$ cat src/rtl/cisr_wb_arbiter_if.sv
// cisr_wb_arbiter_if: channel-result and result-memory signals of the write-back arbiter
interface cisr_wb_arbiter_if #(
  parameter int CHANNELS = 4,
  parameter int ADDR_W = 8,
  parameter int DATA_W = 32
);
  logic [CHANNELS-1:0]        done_valid;
  logic [CHANNELS*ADDR_W-1:0] done_row;
  logic [CHANNELS*DATA_W-1:0] done_sum;
  logic [CHANNELS-1:0]        done_ready;
  logic                       mem_write;
  logic [ADDR_W-1:0]          mem_addr;
  logic [DATA_W-1:0]          mem_data;
  logic                       mem_ready;
  modport master (
    output done_valid, done_row, done_sum, mem_ready,
    input  done_ready, mem_write, mem_addr, mem_data
  );
  modport slave (
    input  done_valid, done_row, done_sum, mem_ready,
    output done_ready, mem_write, mem_addr, mem_data
  );
endinterface

$ cat src/rtl/cisr_wb_arbiter.sv
// cisr_wb_arbiter: round-robin write-back of per-channel row sums into result memory
module cisr_wb_arbiter #(
  parameter int CHANNELS = 4,
  parameter int ADDR_W = 8,
  parameter int DATA_W = 32
) (
  input  logic                clk,
  input  logic                rst,
  input  logic                start,
  input  logic [ADDR_W:0]     num_rows,
  cisr_wb_arbiter_if.slave    bus,
  output logic                busy,
  output logic                job_done
);
  localparam int PW = CHANNELS > 1 ? $clog2(CHANNELS) : 1;
  typedef enum logic [1:0] {IDLE, RUN, DONE} state_t;
  state_t state, state_nxt;
  logic [CHANNELS-1:0] ent_v;
  logic [ADDR_W-1:0] ent_row [CHANNELS];
  logic [DATA_W-1:0] ent_sum [CHANNELS];
  logic [PW-1:0] rr_ptr, gnt_idx, scan;
  logic [ADDR_W:0] rows, cnt, cnt_inc;
  logic gnt_any, gnt, hs, free, last;
  assign hs = bus.mem_write && bus.mem_ready;
  assign free = !bus.mem_write || bus.mem_ready;
  assign cnt_inc = cnt + (ADDR_W+1)'(1);
  assign last = hs && cnt_inc == rows;
  // no new grant on the closing handshake, so DONE is entered with the output idle
  assign gnt = gnt_any && free && state == RUN && !last;
  assign busy = state == RUN;
  assign job_done = state == DONE;
  assign bus.done_ready = state == RUN ? ~ent_v : '0;
  always_comb begin
    gnt_any = 1'b0;
    gnt_idx = '0;
    scan = '0;
    for (int k = 1; k <= CHANNELS; k++) begin
      scan = PW'((int'(rr_ptr) + k) % CHANNELS);
      if (!gnt_any && ent_v[scan]) begin
        gnt_any = 1'b1;
        gnt_idx = scan;
      end
    end
  end
  always_comb begin
    state_nxt = state;
    if (state == IDLE && start) state_nxt = |num_rows ? RUN : DONE;
    if (state == RUN && last) state_nxt = DONE;
    if (state == DONE) state_nxt = IDLE;
  end
  always_ff @(posedge clk) begin
    if (!rst) begin
      state <= IDLE;
      ent_v <= '0;
      rr_ptr <= PW'(CHANNELS - 1);
      cnt <= '0;
      rows <= '0;
      bus.mem_write <= 1'b0;
      bus.mem_addr <= '0;
      bus.mem_data <= '0;
    end else begin
      state <= state_nxt;
      if (state == IDLE && start) begin
        rows <= num_rows;
        cnt <= '0;
      end
      if (hs) cnt <= cnt_inc;
      if (gnt) begin
        bus.mem_write <= 1'b1;
        bus.mem_addr <= ent_row[gnt_idx];
        bus.mem_data <= ent_sum[gnt_idx];
        rr_ptr <= gnt_idx;
      end else if (hs) begin
        bus.mem_write <= 1'b0;
      end
      for (int i = 0; i < CHANNELS; i++)
        if (state != RUN || (gnt && gnt_idx == PW'(i))) ent_v[i] <= 1'b0;
        else if (bus.done_valid[i] && bus.done_ready[i]) ent_v[i] <= 1'b1;
    end
  end
  always_ff @(posedge clk)
    for (int i = 0; i < CHANNELS; i++)
      if (bus.done_valid[i] && bus.done_ready[i]) begin
        ent_row[i] <= bus.done_row[i*ADDR_W +: ADDR_W];
        ent_sum[i] <= bus.done_sum[i*DATA_W +: DATA_W];
      end
endmodule
$ cat src/flat_wrapper.sv
// flat-port wrapper written by rule: the top's interface ports become plain ports
module cisr_wb_arbiter_flat 
#(
  parameter int CHANNELS = 4,
  parameter int ADDR_W = 8,
  parameter int DATA_W = 32
)
  (clk, rst, start, num_rows, busy, job_done, bus_done_valid, bus_done_row, bus_done_sum, bus_mem_ready, bus_done_ready, bus_mem_write, bus_mem_addr, bus_mem_data);
  cisr_wb_arbiter_if #(.CHANNELS(CHANNELS), .ADDR_W(ADDR_W), .DATA_W(DATA_W)) bus_i ();
  input  logic clk;
  input  logic rst;
  input  logic start;
  input  logic [ADDR_W:0] num_rows;
  output logic busy;
  output logic job_done;
  input wire logic [$bits(bus_i.done_valid)-1:0] bus_done_valid;
  input wire logic [$bits(bus_i.done_row)-1:0] bus_done_row;
  input wire logic [$bits(bus_i.done_sum)-1:0] bus_done_sum;
  input wire logic [$bits(bus_i.mem_ready)-1:0] bus_mem_ready;
  output wire logic [$bits(bus_i.done_ready)-1:0] bus_done_ready;
  output wire logic [$bits(bus_i.mem_write)-1:0] bus_mem_write;
  output wire logic [$bits(bus_i.mem_addr)-1:0] bus_mem_addr;
  output wire logic [$bits(bus_i.mem_data)-1:0] bus_mem_data;
  assign bus_i.done_valid = bus_done_valid;
  assign bus_i.done_row = bus_done_row;
  assign bus_i.done_sum = bus_done_sum;
  assign bus_i.mem_ready = bus_mem_ready;
  assign bus_done_ready = bus_i.done_ready;
  assign bus_mem_write = bus_i.mem_write;
  assign bus_mem_addr = bus_i.mem_addr;
  assign bus_mem_data = bus_i.mem_data;
  cisr_wb_arbiter #(.CHANNELS(CHANNELS), .ADDR_W(ADDR_W), .DATA_W(DATA_W)) u_core (.clk(clk), .rst(rst), .start(start), .num_rows(num_rows), .bus(bus_i), .busy(busy), .job_done(job_done));
endmodule
$ cat config.mk
export PLATFORM = sky130hd
export DESIGN_NAME = cisr_wb_arbiter_flat
export DESIGN_NICKNAME = d
export VERILOG_FILES = /design/src/rtl/cisr_wb_arbiter_if.sv /design/src/rtl/cisr_wb_arbiter.sv /design/src/flat_wrapper.sv
export SDC_FILE = /design/constraint.sdc
export NUM_CORES = 1
export LEC_CHECK = 0
export CAP_MARGIN = 25
export CORE_AREA = 2 2 97 192
export DETAILED_ROUTE_END_ITERATION = 8
export DIE_AREA = 0 0 99 194
export PLACE_DENSITY = 0.83
export REMOVE_ABC_BUFFERS = 1
export SKIP_CTS_REPAIR_TIMING = 1
export SLEW_MARGIN = 15
export SYNTH_ARGS = -nofsm -noshare
export SYNTH_HDL_FRONTEND = slang
export SYNTH_SLANG_ARGS = --single-unit
$ cat constraint.sdc
create_clock -name clk -period 6.2 [get_ports clk]
set_input_delay 0.93 -clock clk [delete_from_list [all_inputs] [get_ports clk]]
set_output_delay 0.93 -clock clk [all_outputs]
set_load 0.03 [all_outputs]
# Word level (Yosys, flattened, before mapping)
# Memories as Yosys holds them, arrays and structs flattened. A register that Yosys moved wholly into a read port is not among the register bits.
# Cells that the tools add are included.
dict set report word_totals {
  ff_bits 27
  ram_bits 160
  input_bits 177
  output_inout_bits 47
  word_cells 104
  mem_count 2
}
dict set report classes {
  addsub 5
  order_cmp 4
  eq_ne 7
  n_mux 32
  bitwise 2
  reduce_logical 42
}
# name depth width rd rd_ports_with_merged_regs write_ports line
set memory_table {}
lappend memory_table {u_core.ent_sum 4 32 1 1 4 cisr_wb_arbiter.sv:20} ;# logic [DATA_W-1:0] ent_sum [CHANNELS];
lappend memory_table {u_core.ent_row 4 8 1 1 4 cisr_wb_arbiter.sv:19} ;# logic [ADDR_W-1:0] ent_row [CHANNELS];
# operator n
set ops {}
lappend ops {{1-bit logical AND} 18}
lappend ops {{1-bit 2-to-1 mux} 18}
lappend ops {{9-bit 2-to-1 mux} 2}
lappend ops {{2-bit 2-to-1 mux} 7}
lappend ops {{2-bit by 3-bit < comparator with 1-bit output, second input constant} 4}
lappend ops {{2-bit OR reduction} 5}
lappend ops {{9-bit by 1-bit adder with 9-bit output, second input constant} 1}
lappend ops {{9-bit equality test} 1}
lappend ops {{9-bit OR reduction} 1}
lappend ops {{1-bit binary-select mux with 2-bit select} 4}
lappend ops {{1-bit zero test} 7}
lappend ops {{2-bit equality test, second input constant} 3}
lappend ops {{2-bit nonzero test} 3}
lappend ops {{1-bit logical OR} 5}
lappend ops {{2-bit by 1-bit adder with 2-bit output, second input constant} 2}
lappend ops {{2-bit adder, second input constant} 2}
lappend ops {{2-bit by 1-bit equality test with 1-bit output, second input constant} 2}
lappend ops {{2-bit zero test} 2}
lappend ops {{4-bit 2-to-1 mux} 1}
lappend ops {{4-bit inverter} 1}
lappend ops {{3-bit OR reduction} 1}
lappend ops {{2-bit by 1-bit inequality test with 1-bit output, second input constant} 1}
lappend ops {{1-bit inverter} 1}

# Longest topological paths before layout
dict set report logic_depth {
  depth_word 19
  ltp_mapped 10
  mapped_depth_nobuf 7
}

# Worst setup path before layout
# Ideal clock, no wire load.
dict set report synth_path {
  path_type {register to register}
  from {register u_core.state[1]}
  to {memory u_core.ent_row[3][0] (enable)}
  setup_ns 0.401
  arrival_time_ns 2.030
  t_required_ns 5.799
  slack_ns 3.769
  path_stages_with_launch 5
  path_buffers 0
  period_less_slack_ns 2.431
  path_cell_list {dfxtp_1 > inv_1 > nand2_1 > nor2_1 > and2_1}
}
# element line
set synth_rtl {}
lappend synth_rtl {{from (decl)} cisr_wb_arbiter.sv:17} ;# state_t state, state_nxt;
lappend synth_rtl {{from (signal assigned)} cisr_wb_arbiter.sv:62} ;# state <= state_nxt;
lappend synth_rtl {{to (decl)} cisr_wb_arbiter.sv:19}

# Final worst setup path
dict set report layout_path {
  from {input bus_mem_ready}
  to {register u_core.bus.mem_data[3] (read register of u_core.ent_sum)}
}
dict set report layout_via {
  elab_chain_cells 4
  elab_cells_between_ends 7
  classes_between {reduce/logical: 7}
}
# element line
set layout_lines {}
lappend layout_lines {{from (decl)} flat_wrapper.sv:19} ;# input wire logic [$bits(bus_i.mem_ready)-1:0] bus_mem_ready;
lappend layout_lines {{1-bit logical OR or 1-bit logical AND (tied branches)} {cisr_wb_arbiter.sv:25, cisr_wb_arbiter.sv:24}}
lappend layout_lines {{1-bit logical AND (on tied branches)} {cisr_wb_arbiter.sv:29, cisr_wb_arbiter.sv:27}}
lappend layout_lines {{1-bit logical AND or 1-bit zero test (tied branches)} cisr_wb_arbiter.sv:29} ;# assign gnt = gnt_any && free && state == RUN && !last;
lappend layout_lines {{1-bit logical AND *} cisr_wb_arbiter.sv:29}
lappend layout_lines {{to (decl)} cisr_wb_arbiter_if.sv:21} ;# output done_ready, mem_write, mem_addr, mem_data
# Every way passes the cells marked *; elsewhere a longest branch is shown, timed or not.
# A chain may end at the register's enable or synchronous reset.

==> out/qor.yml <==
outcome:
  run_status: "finished, final reports clean"
drt:
  detailedRoute.firstIterationViolations: 241
  final_antenna_net_count: 0
  route.detailed.vias_per_inst: 5.44
  vias: 6138
  wirelength_met1_mm: 7.65
  residual_drc_count: 0
  firstDrtPassIters: 4
  dr_wl_met3_mm: 1.02
  dr_wl_met2_mm: 12.4
  postRouteWirelength_mm: 22.3
  top_signal_layer_used: "met4"
  wl_per_cell_um: 19.8
min_path:
  hp-start: "u_core.bus.mem_data[7]"
  tightest_hold_check_type: "flop to flop"
  min_delay_worst_endpoint: "u_core.bus.mem_data[7]"
  whs_path_depth: 2
sta:
  grt_setup_unrepaired: "no"
  tightest_slew_ns: 0.898
  tns_ns: 0
  layout_min_cycle_time_ns: 3.21
  timing.final.setup_violations: 0
  final.setup_skew_ns: 0.0136
  slew_violations: 0
  timing_hold_violations_final: 0
  post-route-period-util: 0.518
  max_slew_margin: 0.401
  fmax_ghz: 0.311
floorplan:
  fp.dieArea_mm2: 0.0192
  core_mm2: 0.0177
  die_w_um: 99
  num_io_pins: 224
  die_h_um: 194
  core.rowCount: 69
  start_util: 0.521
power_and_ir_drop:
  switching_share: 0.222
  intPower_uw: 2590
  maximum_resistive_drop_on_vdd_uv: 253
  power_frac_seq: 0.514
  power.net_switching_uw: 737
  power_per_cell_area_mw_per_mm2: 272
  leakagePower_uw: 0.00432
  power_frac_comb: 0.117
  power.share.clock: 0.369
placed_design:
  dpl-instance-area_mm2: 0.0116
  gp_routability_congestion: 0.875
  io_buffers: 223
  dp_hpwl_mm: 15.4
cells_and_area:
  area_growth_pct: 32.9
  final-seq-area_mm2: 0.00615
  design_area_mm2: 0.0122
  layout.cells.most_common_list: "222 x sky130_fd_sc_hd__clkdlybuf4s50_1, 160 x sky130_fd_sc_hd__edfxtp_1, 108 x sky130_fd_sc_hd__nand2_1, 82 x sky130_fd_sc_hd__mux2i_1, 67 x sky130_fd_sc_hd__dfxtp_1"
  num-fill-cells: 1215
  post_route_cells_drive_above_1_share: 0.0969
  fin_nets: 1072
  multiInputGateArea_mm2: 0.00283
  most_common_library_cell_in_the_layout_ignoring_fill_and_taps: "sky130_fd_sc_hd__clkdlybuf4s50_1"
critical_path:
  cpPeakStageDelay_ns: 0.63
  critPathSlowestCell: "sky130_fd_sc_hd__a21o_4"
  reg2regPathDepth: 7
  r2r_slack_ns: 3.08
  critical_path.reg2reg.endpoint: "u_core.bus.mem_data[3]"
  timing.rr.start: "u_core.cnt[0]"
  end_kind: "flop"
  cp_cell_sequence: "clkdlybuf4s50_1 > nand2_1 > a2111oi_0 > nor3b_1 > and4b_4 > a21o_4 > mux2i_1"
  timing.critical_path.required_ns: 6.59
  start_kind: "primary input"
  crit_path_max_fanout: 47
  arrival_ns: 3.60
  critical_path_class: "primary input to flop"
synth:
  yosys_warnings: 0
  ys_ff_latch: 227
  yosys_most_used_dff: "sky130_fd_sc_hd__edfxtp_1"
  asyncSetResetFlopFracSynth: 0
  postSynthAreaPerCell_um2: 13.5
  post_synth_inst_count: 681
  synth_cell_types: 50
  netlist.top_cell.by_area: "sky130_fd_sc_hd__edfxtp_1"
  proportion_of_synthesized_chip_area_in_sequential_cells: 0.667
  yosysTopAreaCellShare: 0.522
  syn_area_mm2: 0.00921
  synth_edf_count: 160
  post_synth_main_area_contributors: "sky130_fd_sc_hd__edfxtp_1 52%, sky130_fd_sc_hd__dfxtp_1 15%, sky130_fd_sc_hd__mux2i_1 8.9%"
global_routing:
  number_of_global_route_vias_before_repair: 6552
  grt_max_degree: 85
  grt.total_usage: 0.231
  grt_antenna_before_repair: 6
  first_pass_grt_wire_length_mm: 34.3
  grt_overflow_total: 0
cts:
  clkSlewWorstSetupHoldPaths_ns: 0.07
  numClockSinks: 227
  tritoncts.num_buffers: 20
  insertion_delay_ns: 0.49
  tritoncts: "yes"
  cts_root_buffer: "sky130_fd_sc_hd__clkbuf_16"
  max-clock-path-buffers: 3
  number_of_levels_in_the_clock_h_tree: 1
flow_run:
  maxCapViolations: 0
## synthesized netlist by cell type (2+ instances only)
library cell                 n
sky130_fd_sc_hd__edfxtp_1  160
sky130_fd_sc_hd__o31a_1      5
sky130_fd_sc_hd__mux2i_1    82
sky130_fd_sc_hd__a21o_1      2
sky130_fd_sc_hd__a31oi_1     2
sky130_fd_sc_hd__nor3_1      3
sky130_fd_sc_hd__buf_1       4
sky130_fd_sc_hd__and3_1      2
sky130_fd_sc_hd__buf_6       2
sky130_fd_sc_hd__buf_2       4
sky130_fd_sc_hd__a21oi_1    22
sky130_fd_sc_hd__mux2_2     40
sky130_fd_sc_hd__o211ai_1   41
sky130_fd_sc_hd__or2_2       2
sky130_fd_sc_hd__nand3_1     8
sky130_fd_sc_hd__and2_1      6
sky130_fd_sc_hd__nor2_1     30
sky130_fd_sc_hd__and4_1      2
sky130_fd_sc_hd__xnor2_1     5
sky130_fd_sc_hd__or3_1       3
sky130_fd_sc_hd__o21ai_0     9
sky130_fd_sc_hd__o21a_1      2
sky130_fd_sc_hd__nand4_1     2
sky130_fd_sc_hd__nand2b_1    6
sky130_fd_sc_hd__dfxtp_1    67
sky130_fd_sc_hd__clkbuf_1   21
sky130_fd_sc_hd__nand2_1   108
sky130_fd_sc_hd__inv_1       7
sky130_fd_sc_hd__buf_4       6
sky130_fd_sc_hd__nor3b_1     2
sky130_fd_sc_hd__buf_8       3
sky130_fd_sc_hd__xor2_1      5
## sequential cells by signal, summed over array words and instances, names as in the netlist, 2 cells and up
name                 cells
u_core.bus.mem_data     32
u_core.cnt               9
u_core.ent_v             4
u_core.bus.mem_addr      8
u_core.ent_row          32
u_core.ent_sum         128
u_core.state             2
u_core.rr_ptr            2
u_core.rows              9
## critical path, delay by kind of cell
kind	cells	cell delay (ns)
mux	1	0.34
simple gates	3	0.82
compound gates	2	0.96
buf+inv	1	0.49
## power groups by stage
| stage | registers, µW | clock network [µW] | logic, µW |
|---|---|---|---|
| 3_5_place_dp | 1740 | 0 | 393 |
| 3_3_place_gp | 1740 | 0 | 382 |
| 6_report | 1710 | 1230 | 390 |
| 5_1_grt | 1720 | 1310 | 419 |
| 4_1_cts | 1710 | 1250 | 395 |
| 2_1_floorplan | 1760 | 0 | 170 |
## area by class of cell
type / instances / share of cell area
flip-flops and latches: 227 / 0.502
multi-input cells: 407 / 0.231
repair buffers: 231 / 0.189
clock buffers: 31 / 0.0484
well taps: 213 / 0.0218
clock inverters: 5 / 0.00439
inverters: 7 / 0.00215
diodes: 7 / 0.00143
## metal layers
metal,vias up,global-route usage
li1,2941,-
met1,2931,0.239
met2,201,0.426
met3,65,0.0317
met4,0,0.147
met5,-,0
## stage by stage
stage | hold WS [ns] | setup WS [ns] | utilization | cells | total power [µW]
after floorplan | 0.444 | 0.310 | - | 641 | 1930
after global placement | 0.445 | 2.61 | 0.652 | 1083 | 2120
after detailed placement | 0.453 | 2.56 | 0.654 | 1085 | 2140
after CTS | 0.462 | 2.99 | 0.691 | 1121 | 3350
after global routing | 0.477 | 2.76 | 0.692 | 1128 | 3440
final | 0.460 | 2.99 | 0.692 | 1128 | 3330
## kinds of logic (layout without fill, tap and decap cells)
group / Yosys count / count (layout) / share of synthesized area
AO/OA/AOI/OAI: 95 / 95 / 0.0720
XOR/XNOR: 10 / 10 / 0.00951
flip-flops: 227 / 227 / 0.667
multiplexers: 122 / 122 / 0.138
AND/OR/NAND/NOR: 179 / 179 / 0.0846
adder cells (fa/ha/maj): 1 / 1 / 0.00136
buffers and inverters: 47 / 274 / 0.0274
other: 0 / 7 / 0
## how the worst max path moves through the flow
stage / to / slack, ns / start / cells after the start
after global placement: u_core.bus.mem_data[7] / 2.61 / bus_mem_ready / 7
after floorplan: u_core.bus.mem_addr[0] / 0.31 / u_core.ent_v[1] / 5
final: u_core.bus.mem_data[3] / 2.99 / bus_mem_ready / 7
after global routing: u_core.bus.mem_data[3] / 2.76 / bus_mem_ready / 7
after detailed placement: u_core.bus.mem_data[3] / 2.56 / bus_mem_ready / 7
after CTS: u_core.bus.mem_data[3] / 2.99 / bus_mem_ready / 7
(Power assumes the default switching activity.)
==> RTL edit, RTL diff (config.mk and constraints unchanged) <==
`ADDR_W` is set to 8 in 3 places; all go to 9.
--- a/src/rtl/cisr_wb_arbiter_if.sv
+++ b/src/rtl/cisr_wb_arbiter_if.sv
@@ -2,5 +2,5 @@
 interface cisr_wb_arbiter_if #(
   parameter int CHANNELS = 4,
-  parameter int ADDR_W = 8,
+  parameter int ADDR_W = 9,
   parameter int DATA_W = 32
 );
--- a/src/rtl/cisr_wb_arbiter.sv
+++ b/src/rtl/cisr_wb_arbiter.sv
@@ -2,5 +2,5 @@
 module cisr_wb_arbiter #(
   parameter int CHANNELS = 4,
-  parameter int ADDR_W = 8,
+  parameter int ADDR_W = 9,
   parameter int DATA_W = 32
 ) (
--- a/src/flat_wrapper.sv
+++ b/src/flat_wrapper.sv
@@ -3,5 +3,5 @@
 #(
   parameter int CHANNELS = 4,
-  parameter int ADDR_W = 8,
+  parameter int ADDR_W = 9,
   parameter int DATA_W = 32
 )
Interface: changed (resized bus_done_row, bus_mem_addr and num_rows); port bits go from 224 to 230. No check against the original RTL was run, so the function may have changed too.
==> RTL edit against the original RTL <==
- utilization is 2.6 points higher
- sequential cell count grew 7
- total power up 9.1%
- sequential share of layout area fell by 0.42 points
- worst setup slack gained 12 ps
- die area unchanged
- cell area increased by 3.8%
- final cell count rose by 1.8%
- synthesized area increased by 2.2%
- wire length rose by 9.9%
- critical path type is now flop to flop
- critical endpoint is now u_core.bus.mem_addr[3]
- largest cell class unchanged
- largest power group unchanged
==> RTL edit: results (changes against the original RTL) <==
status=finished clean; synth cell count leaders=edfxtp_1 (164), mux2i_1 (123), dfxtp_1 (70), a21oi_1 (67), nand3_1 (49); Worst-Margin Slew=927.9 ps (+30.07 ps); Slowest cell on crit path=buf_4; Vias=6,559 (+6.9%); M1 GR Usage=0.2510 (+0.01227); critical path arrival=3610 ps (about the same); Peak supply drop=0.2893 mV (+14%); cell internal pwr=2.835 mW (+9.4%); top cells by area, synth=edfxtp_1 (52%), dfxtp_1 (15%), mux2i_1 (13%); vias in the first global route=7,031 (+7.3%); biggest regs=u_core.ent_sum: 128 flops, u_core.ent_row: 36 flops, u_core.bus.mem_data: 32 flops; TritonCTS Buffers=21 (+5.0%); crit-path max cell delay=800 ps (+170 ps); sequential area share after synthesis=0.6720 (+0.004864); mux share of post-synthesis cell area=0.1308 (-0.007206); initial antenna violation count=3 (-3); Total GRT Usage=0.2537 (+0.02235); Post-synth EDFFs=164 (+2.5%); met2 usage=0.4655 (+0.03954); routability congestion estimate=0.8959 (+2.4%); R2R cell count=8 (+1); GR Layer Usage met3=0.03821 (+0.006489); Cells after Synth=701 (+2.9%); xor/xnor share of the synthesized area=0.01289 (+0.003385); Layout Cells excl Fill=1,148 (+1.8%); post-synthesis compound-gate area fraction=0.08546 (+0.01348); Metal-1 WL=7819 µm (+2.2%); FF-to-FF Start=u_core.ent_v[1]; met3 routed WL=1224 µm (+20%); placed cell areas=11,930 µm² (+3.0%); DRT iter0 DRCs=367 (+52%); average routed wire per standard cell=21.36 µm (+8.0%); Comb pwr share=0.114 (-0.003)
==> RTL edit: changes by cell type in the layout (fill, tap and decap cells not counted), moves of 39 or more <==
| cell | unedited run | this run |
|---|---|---|
| a21oi_1 | 22 | 67 |
| mux2i_1 | 82 | 123 |
| mux2_2 | 40 | 0 |
| nand2_1 | 108 | 33 |
| nand3_1 | 8 | 49 |
| o211ai_1 | 41 | 2 |
==> RTL edit: cell families (layout without fill, tap and decap cells) <==
group           count (synthesis)  count (layout)
xor+xnor                       13              13
other cells                     0               3
flops                         234             234
fa+ha+maj                       1               1
simple gates                  142             142
buf+inv                        47             278
compound gates                141             141
mux                           123             123
==> RTL edit: per-stage QoR <==
step | power [mW] | TNS, ps
6_report | 3.630 | 0
5_1_grt | 3.739 | 0
4_1_cts | 3.652 | 0
3_5_place_dp | 2.216 | 0
3_3_place_gp | 2.206 | 0
2_1_floorplan | 2.035 | -240940
==> RTL edit: worst min-delay path by stage <==
stage / startpoint / to / cells after the start
final: u_core.rows[9] / u_core.rows[9] / 2
after global routing: u_core.bus.mem_addr[1] / u_core.bus.mem_addr[1] / 2
after CTS: u_core.rows[9] / u_core.rows[9] / 2
after detailed placement: u_core.rows[9] / u_core.rows[9] / 2
after global placement: u_core.rows[9] / u_core.rows[9] / 2
after floorplan: u_core.rows[9] / u_core.rows[9] / 2
==> RTL edit: final cells by class <==
| cell class | instances | area share |
|---|---|---|
| Timing Repair Buffer | 239 | 0.1872 |
| Tap cell | 213 | 0.02096 |
| Clock buffer | 25 | 0.04587 |
| Clock inverter | 12 | 0.01545 |
| Sequential cell | 234 | 0.4976 |
| Inverter | 2 | 0.0005906 |
| Multi-Input combinational cell | 420 | 0.2317 |
| Antenna cell | 3 | 0.0005906 |
